$ cat config.mk
export PLATFORM = sky130hd
export DESIGN_NAME = nios2pio_onchip_mem_arbiter
export DESIGN_NICKNAME = d
export VERILOG_FILES = /design/src/rtl/nios2pio_onchip_mem_arbiter.sv
export SDC_FILE = /design/constraint.sdc
export NUM_CORES = 1
export LEC_CHECK = 0
export CORE_AREA = 2 2 97 99
export DETAILED_ROUTE_END_ITERATION = 7
export DIE_AREA = 0 0 99 101
export PLACE_DENSITY_LB_ADDON = 0.1
export SLEW_MARGIN = 15
export SYNTH_ARGS = -nofsm -noshare
export SYNTH_HDL_FRONTEND = slang
export SYNTH_SLANG_ARGS = --single-unit
$ cat constraint.sdc
create_clock -name clk -period 2.5 [get_ports clk]
set_clock_uncertainty 0.15 [all_clocks]
set_input_delay 0.5 -clock clk [delete_from_list [all_inputs] [get_ports clk]]
set_output_delay 0.5 -clock clk [all_outputs]
set_load 0.03 [all_outputs]
$ cat src/rtl/nios2pio_onchip_mem_arbiter.sv
// Two-port Avalon-MM arbiter in front of a single-port on-chip RAM.
// Round-robin with a bounded run of consecutive grants to one port, one
// access per cycle, and read data returned exactly one cycle after issue.
module nios2pio_onchip_mem_arbiter #(
    parameter int ADDR_W      = 11,
    parameter int DATA_W      = 32,
    parameter int GRANT_LIMIT = 1
) (
    input  logic                clk,
    input  logic                reset_n,
    input  logic [ADDR_W-1:0]   s0_address,
    input  logic [DATA_W/8-1:0] s0_byteenable,
    input  logic                s0_read,
    input  logic                s0_write,
    input  logic [DATA_W-1:0]   s0_writedata,
    output logic                s0_waitrequest,
    output logic [DATA_W-1:0]   s0_readdata,
    output logic                s0_readdatavalid,
    input  logic [ADDR_W-1:0]   s1_address,
    input  logic [DATA_W/8-1:0] s1_byteenable,
    input  logic                s1_read,
    input  logic                s1_write,
    input  logic [DATA_W-1:0]   s1_writedata,
    output logic                s1_waitrequest,
    output logic [DATA_W-1:0]   s1_readdata,
    output logic                s1_readdatavalid,
    output logic [ADDR_W-1:0]   mem_address,
    output logic [DATA_W/8-1:0] mem_byteenable,
    output logic                mem_chipselect,
    output logic                mem_write,
    output logic [DATA_W-1:0]   mem_writedata,
    output logic                mem_clken,
    input  logic [DATA_W-1:0]   mem_readdata
);

    localparam logic [3:0] LIMIT = 4'(GRANT_LIMIT);

    logic       last_grant_r;
    logic [3:0] run_cnt_r;
    logic       rd_pend_r;
    logic       rd_tag_r;

    logic       req0_s;
    logic       req1_s;
    logic       keep_s;
    logic       grant0_s;
    logic       grant1_s;
    logic       any_grant_s;
    logic       rd_issue_s;

    assign req0_s      = s0_read | s0_write;
    assign req1_s      = s1_read | s1_write;
    // A zero run count means nobody has been granted yet, so there is no run
    // to extend and the tie goes to the port that was not last granted.
    assign keep_s      = (run_cnt_r != 4'd0) && (run_cnt_r < LIMIT);
    assign any_grant_s = grant0_s | grant1_s;

    // Combinational grant: single requester wins, ties go round-robin with run limit.
    always_comb begin
        grant0_s = 1'b0;
        grant1_s = 1'b0;
        if (!reset_n) begin
            grant0_s = 1'b0;
            grant1_s = 1'b0;
        end else if (req0_s && req1_s) begin
            if (keep_s) begin
                grant0_s = ~last_grant_r;
                grant1_s = last_grant_r;
            end else begin
                grant0_s = last_grant_r;
                grant1_s = ~last_grant_r;
            end
        end else if (req0_s) begin
            grant0_s = 1'b1;
        end else if (req1_s) begin
            grant1_s = 1'b1;
        end else begin
            grant0_s = 1'b0;
            grant1_s = 1'b0;
        end
    end

    // Mux the granted port onto the RAM; port 0 values when idle.
    always_comb begin
        mem_address    = s0_address;
        mem_byteenable = s0_byteenable;
        mem_writedata  = s0_writedata;
        if (grant1_s) begin
            mem_address    = s1_address;
            mem_byteenable = s1_byteenable;
            mem_writedata  = s1_writedata;
        end else begin
            mem_address    = s0_address;
            mem_byteenable = s0_byteenable;
            mem_writedata  = s0_writedata;
        end
    end

    assign mem_chipselect = any_grant_s;
    assign mem_write      = (grant0_s & s0_write) | (grant1_s & s1_write);
    assign mem_clken      = 1'b1;

    // A read with write also asserted is treated as a write: no return.
    assign rd_issue_s = (grant0_s & s0_read & ~s0_write) | (grant1_s & s1_read & ~s1_write);

    assign s0_waitrequest = req0_s & ~grant0_s;
    assign s1_waitrequest = req1_s & ~grant1_s;

    assign s0_readdata      = mem_readdata;
    assign s1_readdata      = mem_readdata;
    assign s0_readdatavalid = rd_pend_r & ~rd_tag_r;
    assign s1_readdatavalid = rd_pend_r & rd_tag_r;

    // Track grant history for arbitration and the one-deep read return pipeline.
    always_ff @(posedge clk or negedge reset_n) begin
        if (!reset_n) begin
            last_grant_r <= 1'b1;
            run_cnt_r    <= 4'd0;
            rd_pend_r    <= 1'b0;
            rd_tag_r     <= 1'b0;
        end else begin
            if (any_grant_s) begin
                if (grant1_s == last_grant_r) begin
                    if (run_cnt_r != 4'd15) begin
                        run_cnt_r <= run_cnt_r + 4'd1;
                    end else begin
                        run_cnt_r <= run_cnt_r;
                    end
                end else begin
                    run_cnt_r <= 4'd1;
                end
                last_grant_r <= grant1_s;
            end else begin
                run_cnt_r    <= run_cnt_r;
                last_grant_r <= last_grant_r;
            end
            rd_pend_r <= rd_issue_s;
            if (rd_issue_s) begin
                rd_tag_r <= grant1_s;
            end else begin
                rd_tag_r <= rd_tag_r;
            end
        end
    end

endmodule
==> flow_summary.toml <==
[setup_path]
r2r_start = "last_grant_r"
r2r_setup_slack_ns = 0.88
critPathKind = "primary input to primary output"
crit_path_start_kind = "primary input"
critPathArrivalTime_ns = 1.93
crit_required_ns = 1.85
r2r_cells = 7
reg2reg_to = "rd_tag_r"
crit_fanout = 6
worst_setup_path_end_kind = "primary output"

[grt]
antenna_found_initial = 0
grt_use_total_pct = 11.8
grt_pass1_wl_mm = 9.14
use_met2_pct = 19.3
grt-ovfl-total = 0
grt.busiest_layer = "met2"
grt_max_degree = 13
use_met1_pct = 15.0
grt_pass1_vias = 1517
use_met3_pct = 4.09

[yosys]
synth_area_leaders = "mux2_2 41%, buf_4 38%, buf_6 4.4%, dfrtp_1 3.9%, dfstp_2 2.0%"
synth-seq-area-share_pct = 5.92
ys_ff_latch = 3
synth_area_leader_cell = "mux2_2"
synth_cell_type_count = 20
synth_top_area_share_pct = 41.0
syn_nets = 277
synth_area_um2 = 1290
yosysWarningCount = 0
syn_inst = 145
synth_area_per_cell_um2 = 8.90

[outcome]
status = "finished, violations left"
violations = "negative setup slack"

[sta]
post-route-min-period_ns = 2.58
fin_crit_sh_pct = 103
finalSetupViolations = 44
slew_viol_final = 0
max_freq_ghz = 0.388
finalHoldViolCount = 0
tns_ns = -1.90
rsz0062_at_grt = "true"
setup_ws_ns = -0.0773

[power]
p_leak_nw = 1.40
power.density_nw_per_um2 = 369
ir_drop_uv = 114

[clock_network]
hold_buffers = 0
clk_pin_slew_worst_paths_ns = 0.03
clockRootBuffer = "clkbuf_8"
cts_htree_levels = 1
cts_buffer_depth = 2
cts_buffers = 3
clock_latency_ns = 0.21
cts_num_sinks = 3
cts_tree = "done"

[placed_design]
place_hpwl_mm = 4.72
pre_cts_ws_ns = -0.224
place_congestion = 0.762
port_buffers = 152

[cells_and_area]
mostFrequentLayoutCells = "96 x clkdlybuf4s50_1, 44 x buf_6, 35 x mux2_4, 16 x buf_12, 12 x mux2_2"
drive_gt1_share_pct = 51.6
mostFrequentLayoutCell = "clkdlybuf4s50_1"
area_growth_pct = 138
fillers = 937
seq_area_um2 = 76.3
antenna_cells = 0
multi_input_area_um2 = 811
nNetsFinal = 383

[route]
wl_per_cell_um = 17.9
drtIter0Drc = 12
firstDrtPassIters = 4
remaining_drc_errors = 0
routed_wl_mm = 6.47
vias_per_cell = 3.74
ant_nets = 0
vias = 1349

[floorplan]
rows = 35
fp.dieW_um = 99
die-area_um2 = 10000
num_io_pins = 250
core-area_um2 = 8980
die_h_um = 101
start_util_pct = 14.4

[min_path]
min_path_type = "primary input to async pin"

[run]
cap_viol_max_count = 0
## metal layers
layer	wire [µm]	vias to the layer above
met2	3260	76
met1	2610	625
li1	-	635
met3	533	13
met5	0	-
met4	65	0
## through the flow
stage	std cells	hold WS, ns	total power [mW]	util (%)	area [µm²]
finish	361	0.205	1.13	34.1	3070
global route	361	0.226	1.19	34.1	3070
CTS	361	0.210	1.10	32.9	2950
detailed placement	343	0.367	0.777	27.3	2450
global placement	343	0.356	0.783	27.3	2450
floorplan	145	0.0544	0.615	-	1290
## final cells by class
type / instances / area share [%]
clock buffers: 4 / 1.47
inverters: 1 / 0.122
multi-input cells: 70 / 26.4
flip-flops and latches: 3 / 2.49
well taps: 111 / 4.53
repair buffers: 172 / 64.9
## power breakdown
| group | leakage, nW | total, mW | internal [mW] | switching, mW |
|---|---|---|---|---|
| combinational | 1.34 | 0.922 | 0.547 | 0.375 |
| sequential | 0.0364 | 0.0702 | 0.0605 | 0.00967 |
| clock | 0.0228 | 0.139 | 0.109 | 0.0304 |
| total | 1.40 | 1.13 | 0.716 | 0.415 |
## state kept, by name, indices dropped and copies added, names as in the netlist
name and count:
rd_pend_r 1, rd_tag_r 1, last_grant_r 1
## timing repair
action	in CTS	in global routing
setup buffers	10	0
pin swaps	3	3
resized for setup	72	34
cloned	4	1
setup endpoints to repair	48	48
## cell usage after synthesis, drive strengths merged
cell and instances:
a211oi 1, a21o 1, a21oi 2, a31oi 1, and2 1, buf 71, conb 1, dfrtp 2
dfstp 1, inv 1, mux2 47, nand2 1, nand2b 2, nor2 4, nor2b 4, o21a 2
o21ai 2, or2 1
## critical path, cell delays in order
cell and delay, ns:
buf_6 0.09, or2_4 0.24, a21o_4 0.23, buf_6 0.12, buf_6 0.12, clkbuf_16 0.16, mux2_4 0.32, buf_12 0.14
## kinds of logic after synthesis
logic type      synth area share, %
mux                            41.0
simple gates                   5.33
buf+inv                        43.1
other cells                   0.291
flops                          5.92
compound gates                 4.36
## how the worst max path moves through the flow
| stage | slack (ns) | start | endpoint | cells past startpoint |
|---|---|---|---|---|
| after global placement | -0.25 | s1_read | mem_byteenable[0] | 6 |
| after floorplan | 0.32 | last_grant_r | mem_write | 4 |
| after detailed placement | -0.22 | s0_read | mem_byteenable[0] | 6 |
| after CTS | -0.14 | s0_read | mem_writedata[19] | 9 |
| final | -0.08 | s0_write | mem_writedata[15] | 8 |
| after global routing | -0.10 | s0_write | mem_writedata[15] | 8 |
Note: power is estimated with default switching activity, not from simulation.
